===== config.mk =====
export PLATFORM = sky130hd
export DESIGN_NAME = serial_add_sequencer
export DESIGN_NICKNAME = d
export VERILOG_FILES = /design/src/rtl/serial_add_sequencer_pkg.sv /design/src/rtl/structuralFullAdder.sv /design/src/rtl/serial_add_sequencer.sv
export SDC_FILE = /design/constraint.sdc
export NUM_CORES = 1
export LEC_CHECK = 0
export CELL_PAD_IN_SITES_DETAIL_PLACEMENT = 0
export CELL_PAD_IN_SITES_GLOBAL_PLACEMENT = 1
export CORE_ASPECT_RATIO = 0.6
export CORE_MARGIN = 2
export CORE_UTILIZATION = 41
export CTS_CLUSTER_DIAMETER = 50
export DETAILED_ROUTE_END_ITERATION = 10
export PLACE_DENSITY = 0.93
export REMOVE_ABC_BUFFERS = 1
export SYNTH_ARGS = -nofsm -noshare
export SYNTH_HDL_FRONTEND = slang
export SYNTH_SLANG_ARGS = --single-unit

===== constraint.sdc =====
create_clock -name clk -period 2.8 [get_ports clk]
set_input_delay 0.56 -clock clk [delete_from_list [all_inputs] [get_ports clk]]
set_output_delay 0.56 -clock clk [all_outputs]
set_load 0.02 [all_outputs]

===== src/rtl/serial_add_sequencer_pkg.sv =====
// Shared definitions for the bit-serial adder sequencer: FSM state encoding and sizing helpers.
package serial_add_sequencer_pkg;

    localparam int unsigned STATE_W = 2;

    typedef enum logic [STATE_W-1:0] {
        StIdle = 2'd0,
        StRun  = 2'd1,
        StDone = 2'd2
    } state_e;

    // Bit counter must be able to hold WIDTH after the final increment.
    function automatic int unsigned cnt_width(input int unsigned width);
        return $clog2(width + 1);
    endfunction

endpackage


===== src/rtl/structuralFullAdder.sv =====
// One-bit full adder built from discrete gates; reused once per clock by the serial sequencer.
module structuralFullAdder (
    input  logic i_a,
    input  logic i_b,
    input  logic i_cin,
    output logic o_s,
    output logic o_cout
);

    logic w_axb;
    logic w_gen;
    logic w_prop;

    assign w_axb  = i_a ^ i_b;
    assign o_s    = w_axb ^ i_cin;
    assign w_gen  = i_a & i_b;
    assign w_prop = w_axb & i_cin;
    assign o_cout = w_gen | w_prop;

endmodule


===== src/rtl/serial_add_sequencer.sv =====
// Bit-serial WIDTH-bit adder: one full adder cell walks LSB to MSB, one bit per clock,
// between a valid/ready operand handshake and a valid/ready result handshake.
module serial_add_sequencer
    import serial_add_sequencer_pkg::*;
#(
    parameter int unsigned WIDTH = 32
) (
    input  logic             clk,
    input  logic             reset_n,
    input  logic             in_valid,
    output logic             in_ready,
    input  logic [WIDTH-1:0] a,
    input  logic [WIDTH-1:0] b,
    input  logic             cin,
    output logic             out_valid,
    input  logic             out_ready,
    output logic [WIDTH-1:0] sum,
    output logic             cout,
    output logic             overflow
);

    localparam int unsigned       CNT_W    = cnt_width(WIDTH);
    localparam logic [CNT_W-1:0] LAST_BIT = CNT_W'(WIDTH - 1);
    localparam logic [CNT_W-1:0] CNT_ONE  = CNT_W'(1);

    state_e           r_state;
    state_e           w_state_next;
    logic [WIDTH-1:0] r_a;
    logic [WIDTH-1:0] r_b;
    logic [WIDTH-1:0] r_sum;
    logic             r_carry;
    logic             r_cout;
    logic             r_ovf;
    logic [CNT_W-1:0] r_cnt;

    logic             w_s;
    logic             w_co;
    logic             w_accept;
    logic             w_step;
    logic             w_last;

    structuralFullAdder u_cell (
        .i_a    (r_a[0]),
        .i_b    (r_b[0]),
        .i_cin  (r_carry),
        .o_s    (w_s),
        .o_cout (w_co)
    );

    always_ff @(posedge clk or negedge reset_n) begin
        if (!reset_n) begin
            r_state <= StIdle;
        end else begin
            r_state <= w_state_next;
        end
    end

    // The unused encoding 2'd3 falls into default and returns to idle.
    always_comb begin
        w_state_next = r_state;
        w_accept     = 1'b0;
        w_step       = 1'b0;
        w_last       = 1'b0;
        case (r_state)
            StIdle: begin
                if (in_valid) begin
                    w_accept     = 1'b1;
                    w_state_next = StRun;
                end
            end
            StRun: begin
                w_step = 1'b1;
                if (r_cnt == LAST_BIT) begin
                    w_last       = 1'b1;
                    w_state_next = StDone;
                end
            end
            StDone: begin
                if (out_ready) begin
                    w_state_next = StIdle;
                end
            end
            default: begin
                w_state_next = StIdle;
            end
        endcase
    end

    always_ff @(posedge clk or negedge reset_n) begin
        if (!reset_n) begin
            r_a     <= '0;
            r_b     <= '0;
            r_sum   <= '0;
            r_carry <= 1'b0;
            r_cout  <= 1'b0;
            r_ovf   <= 1'b0;
            r_cnt   <= '0;
        end else if (w_accept) begin
            r_a     <= a;
            r_b     <= b;
            r_carry <= cin;
            r_cnt   <= '0;
        end else if (w_step) begin
            r_a     <= r_a >> 1;
            r_b     <= r_b >> 1;
            r_sum   <= (r_sum >> 1) | (WIDTH'(w_s) << (WIDTH - 1));
            r_carry <= w_co;
            r_cnt   <= r_cnt + CNT_ONE;
            if (w_last) begin
                // r_carry still holds the carry into the MSB on this edge.
                r_cout <= w_co;
                r_ovf  <= r_carry ^ w_co;
            end
        end
    end

    assign in_ready  = (r_state == StIdle);
    assign out_valid = (r_state == StDone);
    assign sum       = r_sum;
    assign cout      = r_cout;
    assign overflow  = r_ovf;

endmodule


* After elaboration in Yosys (flattened, before gate mapping)
Cells that the tools add are included.
Word-level totals: logic and storage cells 45, input port bits 69, output and inout bits 36, register bits after elaboration 107
Cells by class: reductions and logical operators 5, eq/ne operators 6, add/sub/neg operators 1, bitwise gates (word level) 8, mux-type cells 17
Operator list (number):
- 32-bit two-way mux | 4
- 31-bit by 32-bit OR with 32-bit output | 1
- 6-bit two-way mux | 2
- 1-bit two-way mux | 7
- 6-bit by 1-bit adder with 6-bit output, second input constant | 1
- 6-bit by 5-bit equality test with 1-bit output, second input constant | 1
- 2-bit two-way mux | 3
- 2-bit case mux with 3 select lines | 1
- 3-bit AND reduction | 2
- 2-bit != test, second input constant | 2
- 1-bit bitwise XOR | 3
- 1-bit bitwise AND | 2
- 2-bit by 1-bit equality test with 1-bit output, second input constant | 1
- 2-bit equality test, second input constant | 1
- 2-bit logical NOT | 1
- 2-bit by 1-bit != test with 1-bit output, second input constant | 1
- 2-bit AND reduction | 1
- 2-bit nonzero test | 1
- 1-bit inverter | 1
- 1-bit OR | 1

* Depth between registers and ports, before layout
Gate-level depths: netlist (run 1).
depth in word-level cells 5, mapped depth 7, gate-level depth less buffers 4

* Cells and area by module
A second synthesis (run 1) with hierarchy kept.
Second synthesis, totals: cells, all modules 473, area total of the unflattened synthesis 4618.2 µm²
By module, submodules not included:
- serial_add_sequencer | seq. area each 2677.6 µm², times used 1, area each 4598.2 µm², cells an instance 472
- structuralFullAdder | seq. area each 0.0 µm², times used 1, area each 20.0 µm², cells an instance 1

* Worst setup path before layout (run 1)
OpenSTA, ideal clock, no wires.
path type reg-to-output, start point reg r_state[1], end point out in_ready, stages on the path, launching flop included 5, data arrival time 1132 ps, required time 2240 ps, slack 1108 ps, path buffers 3, cells stage by stage dfrtp_1 -> buf_6 -> buf_4 -> clkbuf_1 -> nor2_1
On the way: cells in the longest elaborated chain, start to end 1
Ends and longest elaborated chain:
- start, declared | RTL line serial_add_sequencer.sv:26 | state_e r_state;
- start signal, assigned | RTL line serial_add_sequencer.sv:52 | r_state <= StIdle;
- start signal, assigned | RTL line serial_add_sequencer.sv:54 | r_state <= w_state_next;
- 2-bit logical NOT | RTL line serial_add_sequencer.sv:117 | assign in_ready = (r_state == StIdle);
- end, declared | RTL line serial_add_sequencer.sv:11 | output logic in_ready,
No other way between the ends.

* Worst setup path after layout (run 1)
start point reg r_state[1], end point out out_valid
On the way: cells in the longest elaborated chain, start to end 1
Ends and longest elaborated chain:
- 2-bit equality test | RTL line serial_add_sequencer.sv:118 | assign out_valid = (r_state == StDone);
- end, declared | RTL line serial_add_sequencer.sv:15 | output logic out_valid,
No other way between the ends.

==> impl_metrics.ini, run 1 <==
[sta]
largest_clock_skew_in_the_final_design_ns = 0.00533
final_max_slew_viol_count = 0
timing_worst_slew_pin_value_ns = 0.783
final-hold-violation-count = 0
setup_viol = 0
grt_setup_unrepaired = no
final_period_minus_worst_setup_slack_ns = 2.41
maxSlewHeadroom_pct = 47.8
post-route-period-util_pct = 86.0
post-route-worst-setup-slack_ns = 0.393
max_clock_freq_ghz = 0.415

[clock_network]
cts_post_setup_buffers_inserted = 0
cts_root_buf = sky130_fd_sc_hd__clkbuf_16
tritoncts.num_buffers = 9
insertion_delay_ns = 0.34
tritoncts_num_sinks = 107
cts_tree = yes
ctsHtreeMaxLevel = 3
clock_path_buffers = 2
post_cts.resized_instances = 0
path_clk_slew_ns = 0.07
cts-hold-fix-buffers = 0

[drt]
firstDrtPassIters = 5
num_vias = 3775
avgRoutedWirePerCell_um = 15.1
viasPerCell = 5.26
initialDrtViolationCount = 286
remaining_drc_errors = 0
ant_nets = 0
finalWirelength_um = 10800

[synthesis]
number_of_enable_type_register_cells_in_the_synthesized_netlist = 0
yosys_reg_bits = 107
ys.warnings.count = 0
synth.lib_cells_used.distinct = 33
synth_area_per_cell_um2 = 9.72
synth_seq_area_share_pct = 57.2
synth_ff_type = sky130_fd_sc_hd__dfrtp_1
netlist_area_um2 = 4680
post_synth_inst_count = 481
synth-async-reset-ratio_pct = 100

[critical_path]
cp_data_required_time_ns = 2.24
critPathKind = reg2out
worstSetupEndpointType = primary output
worstPathArrival_ns = 1.85
critPathLaunchType = flop
critical_path_peak_fanout = 21

[layout]
num-fill-cells = 997
nets = 639
sequential_cell_area_um2 = 2680
antenna_cells = 0
multi_input_area_um2 = 1770
drive_above_1_share_pct = 6.63
synthToLayoutAreaGrowth_pct = 29.1
finalInstanceArea_um2 = 6040

[die]
floorplan.initialDensity_pct = 41.7
fp.dieW_um = 142
die_h_um = 86.7
floorplan.rows = 30
boundaryPins = 105
coreArea_um2 = 11200
design.die.area_um2 = 12300

[grt]
number_of_global_route_vias_before_repair = 3450
overflow = 0
maximum_number_of_pins_on_one_net_before_global_route_repair = 62
globalRouteTotalUtil_pct = 18.2
antenna_found_initial = 0
grt_pass1_wl_um = 17500

[outcome]
run_status = finished clean

[flow_run]
drv_cap = 0

[power_and_ir_drop]
powerDensity_nw_per_um2 = 942
power_leakage_uw = 0.00263
irDropWorstVdd_mv = 0.329

[placed_design]
place.detailed.hpwl_um = 7150
dpl_worst_slack_ns = 0.612
gpl.final_weighted_congestion = 0.746
postPlaceCellArea_um2 = 5770
io_buffer_count = 104

[worst_hold_path]
hold_path_class = in2async
[worst max-delay path, stage by stage (launching register included)]
cell	delay, ns
sky130_fd_sc_hd__dfrtp_2	0.58
sky130_fd_sc_hd__nor2b_1	0.27
sky130_fd_sc_hd__clkdlybuf4s50_1	0.65
[metal layers]
metal / routed length, um / vias to the layer above / GRT usage (%)
met5: 0 / - / 0
met4: 106 / 0 / 5.18
met3: 604 / 8 / 4.86
met2: 4910 / 112 / 27.6
met1: 5210 / 1833 / 25.8
li1: - / 1822 / -
[final cells by class]
type	instances	share of cell area (%)
sequential	107	44.4
multi-input combinational	334	29.3
timing repair buffer	115	18.8
clock buffer	10	3.79
tap	144	2.98
clock inverter	6	0.705
inverter	1	0.0622
[cell families (layout without fill, tap and decap cells)]
kind of cell	Yosys count	count (layout)	synth area share (%)
AO/OA/AOI/OAI	139	139	19.2
XOR/XNOR	2	2	0.375
adder cells (fa/ha/maj)	2	2	0.696
buffers and inverters	40	132	5.24
flip-flops	107	107	57.2
multiplexers	2	2	0.482
AND/OR/NAND/NOR	189	189	16.8
[Yosys cell counts, drive strengths merged (4+ instances only)]
cell type / n / area (um^2)
a21oi: 4 / 20.0
clkbuf: 14 / 52.6
nor2b: 4 / 27.5
dfrtp: 107 / 2680
a22oi: 63 / 473
o21ai: 67 / 343
nand2: 165 / 619
buf: 25 / 189
nand3: 9 / 45.0
and2b: 4 / 30.0
[power breakdown]
| part | leakage, uW | internal, uW | switching (uW) | total [uW] |
|---|---|---|---|---|
| logic | 0.00113 | 919 | 979 | 1900 |
| clock network | 0.000128 | 604 | 566 | 1170 |
| registers | 0.00136 | 2200 | 424 | 2620 |
[sequential cells by signal, summed over array words and instances, names as in the netlist]
signal,cells
overflow,1
sum,32
r_b,32
r_a,32
cout,1
r_state,2
r_cnt,6
r_carry,1
[stage by stage]
| stage | power [uW] | std cells | setup TNS, ns | util, % | hold WS, ns |
|---|---|---|---|---|---|
| after CTS | 5760 | 717 | 0 | 53.8 | 0.313 |
| after floorplan | 3670 | 442 | -10.02 | - | 0.264 |
| final | 5690 | 717 | 0 | 53.8 | 0.281 |
| after global routing | 6080 | 717 | 0 | 53.8 | 0.354 |
| after detailed placement | 4570 | 701 | 0 | 51.4 | 0.467 |
| after global placement | 4470 | 701 | 0 | 51.4 | 0.458 |
[placed cells by master, fill, tap and decap left out, drive strengths merged]
master / netlist / final
nand3: 9 / 9
o311ai: 2 / 2
nand3b: 1 / 1
clkbuf: 14 / 10
dfrtp: 107 / 107
nor3: 1 / 1
o41ai: 1 / 1
nor2: 1 / 1
buf: 25 / 12
nand2: 165 / 165
a21o: 1 / 1
and2b: 4 / 4
o21ai: 67 / 67
inv: 1 / 1
mux2: 2 / 2
nor2b: 4 / 4
clkinvlp: 0 / 2
fa: 1 / 1
clkdlybuf4s50: 0 / 103
xor2: 2 / 2
a22oi: 63 / 63
clkinv: 0 / 4
ha: 1 / 1
nor3b: 1 / 1
a21oi: 4 / 4
o21bai: 1 / 1
or3b: 1 / 1
nand2b: 2 / 2
[worst paths after layout]
path | startpoint | endpoint | slack, ns | depth (start not counted)
min in group clk | sum[0] | sum[0] | 0.48 | 2
worst max-delay path | r_state[1] | out_valid | 0.39 | 2
max in group asynchronous | reset_n | sum[20] | 1.82 | 2
worst min register to register | sum[0] | sum[0] | 0.48 | 2
worst max register to register | r_state[1] | overflow | 0.71 | 4
worst min-delay path | reset_n | sum[2] | 0.28 | 1
Note: power is estimated with default switching activity, not from simulation.
==> run 2: changes to the inputs <==
--- a/config.mk
+++ b/config.mk
@@ -5,6 +5,7 @@
 export SDC_FILE = /design/constraint.sdc
 export NUM_CORES = 1
 export LEC_CHECK = 0
+export CAP_MARGIN = 20
 export CELL_PAD_IN_SITES_DETAIL_PLACEMENT = 0
 export CELL_PAD_IN_SITES_GLOBAL_PLACEMENT = 1
 export CORE_ASPECT_RATIO = 0.6
==> results of run 2 <==
No change in the layout: final DEF, timing and power equal those of run 1.
==> run 3: changes to the inputs <==
--- a/config.mk
+++ b/config.mk
@@ -14,6 +14,7 @@
 export CTS_CLUSTER_DIAMETER = 50
 export DETAILED_ROUTE_END_ITERATION = 10
 export PLACE_DENSITY = 0.93
+export RECOVER_POWER = 100
 export REMOVE_ABC_BUFFERS = 1
 export SYNTH_ARGS = -nofsm -noshare
 export SYNTH_HDL_FRONTEND = slang
==> run 3 against run 2 <==
The run now ends with capacitance limit, slew limit left. Design area shrank 0.58%. Worst setup slack got worse by 0.047 ns. Register-to-register slack lost 0.27 ns. Non-clock buffer count unchanged. Largest power group unchanged.
==> impl_metrics.ini, run 3 (same netlist as run 1, synthesis figures left out) <==
[sta]
maxSlewHeadroom_pct = -2.42
final-hold-violation-count = 0
setup_viol = 0
largest_clock_skew_in_the_final_design_ns = 0.00619
grt_setup_unrepaired = no
final_max_slew_viol_count = 61
tns_ns = 0
timing_worst_slew_pin_value_ns = 1.54
post-route-period-util_pct = 87.7
max_clock_freq_ghz = 0.407
timing.hold.ws_ns = 0.476
final_period_minus_worst_setup_slack_ns = 2.45
post-route-worst-setup-slack_ns = 0.346

[layout]
synthToLayoutAreaGrowth_pct = 28.4
drive_above_1_share_pct = 5.93
final_design_utilization_pct = 53.5
antenna_cells = 0
final_common_cell = sky130_fd_sc_hd__nand2_1
nets = 639
layout_common_cells = sky130_fd_sc_hd__nand2_1 (165), sky130_fd_sc_hd__dfrtp_1 (105), sky130_fd_sc_hd__clkdlybuf4s50_1 (66)

[critical_path]
path_buf_inv = 1
critical_path_peak_fanout = 21
critPathLaunchType = flop
max_stage_delay_ns = 0.71
worstSetupEndpointType = primary output
critPathKind = reg2out
crit_path_cell_trace = nor2b_1 > dlygate4sd3_1
timing.critical_path.slowest_stage_cell = sky130_fd_sc_hd__dlygate4sd3_1
setup_slack_reg_to_reg_ns = 0.44
timing.critical_path.depth = 2
worst-r2r-cell-count = 4
crit_family = buffers and inverters
worstPathArrival_ns = 1.89
cp_data_required_time_ns = 2.24

[power_and_ir_drop]
power_leakage_uw = 0.00268
powerDensity_nw_per_um2 = 929
irDropWorstVdd_mv = 0.328
total_power_after_layout_uw = 5570

[outcome]
run_status = complete, but fails checks
failed_checks = capacitance limit, slew limit

[grt]
number_of_global_route_vias_before_repair = 3450
grt_pass1_wl_um = 17500
antenna_found_initial = 0
overflow = 0
maximum_number_of_pins_on_one_net_before_global_route_repair = 62
globalRouteTotalUtil_pct = 18.2

[drt]
ant_nets = 0
finalWirelength_um = 10900
viasPerCell = 5.25
firstDrtPassIters = 4
initialDrtViolationCount = 310
avgRoutedWirePerCell_um = 15.1
remaining_drc_errors = 0
num_vias = 3765

[clock_network]
cts_root_buf = sky130_fd_sc_hd__clkbuf_16
tritoncts.num_buffers = 9
ctsHtreeMaxLevel = 3
cts_tree = yes
post_cts.resized_instances = 0
path_clk_slew_ns = 0.07
tritoncts_num_sinks = 107
insertion_delay_ns = 0.34
cts-hold-fix-buffers = 0
cts_post_setup_buffers_inserted = 0
clock_path_buffers = 2

[die]
floorplan.rows = 30
floorplan.initialDensity_pct = 41.7
die_h_um = 86.7
coreArea_um2 = 11200
fp.dieW_um = 142
boundaryPins = 105
design.die.area_um2 = 12300

[worst_hold_path]
min_delay_path_depth = 2
hold_path_class = reg2reg

[placed_design]
dpl_worst_slack_ns = 0.612
gpl.final_weighted_congestion = 0.746
place.detailed.hpwl_um = 7150
io_buffer_count = 104

[flow_run]
drv_cap = 1
run 3: cell types whose count changed in the layout (fill, tap and decap cells not counted), moves of 2 or more:
cell / delta
sky130_fd_sc_hd__buf_4: -4
sky130_fd_sc_hd__clkbuf_2: +3
sky130_fd_sc_hd__clkdlybuf4s50_1: -37
sky130_fd_sc_hd__dlygate4sd3_1: +37
sky130_fd_sc_hd__o21ai_0: +7
sky130_fd_sc_hd__o21ai_1: -6
sky130_fd_sc_hd__o311ai_0: +2
run 3: layout make-up:
cell class,count,area (um^2)
inverters,1,3.75
fillers,999,5220
well taps,144,180
multi-input cells,334,1750
clock buffers,10,229
repair buffers,115,1120
clock inverters,6,42.5
flip-flops and latches,107,2680
run 3: final timing paths:
kind	startpoint	end
min in group asynchronous	reset_n	sum[2]
worst min register to register	sum[0]	sum[0]
worst max-delay path	r_state[1]	out_valid
worst max register to register	r_state[1]	overflow
max in group asynchronous	reset_n	r_b[10]
worst min-delay path	sum[0]	sum[0]
run 3: worst min-delay path, delay by kind of cell, from the launching register on:
kind             cells  cell delay (ns)
AND/OR/NAND/NOR      2             0.11
flip-flops           1             0.34
run 3: stage by stage:
stage	std cells	cell area, um^2
CTS	717	6040
detailed placement	701	5770
finish	717	6000
floorplan	442	4440
global placement	701	5770
global route	717	6000
run 3: power breakdown:
part / switching, uW / internal [uW]
logic: 970 / 827
clock network: 563 / 604
registers: 414 / 2200
total: 1950 / 3630
run 3: per-layer routing:
layer  routed length [um]  global-route usage [%]  up-vias
met5                    0                       0        -
met2                 4970                    27.6      119
li1                     -                       -     1823
met4                  106                    5.18        0
met3                  661                    4.86        9
met1                 5120                    25.8     1814
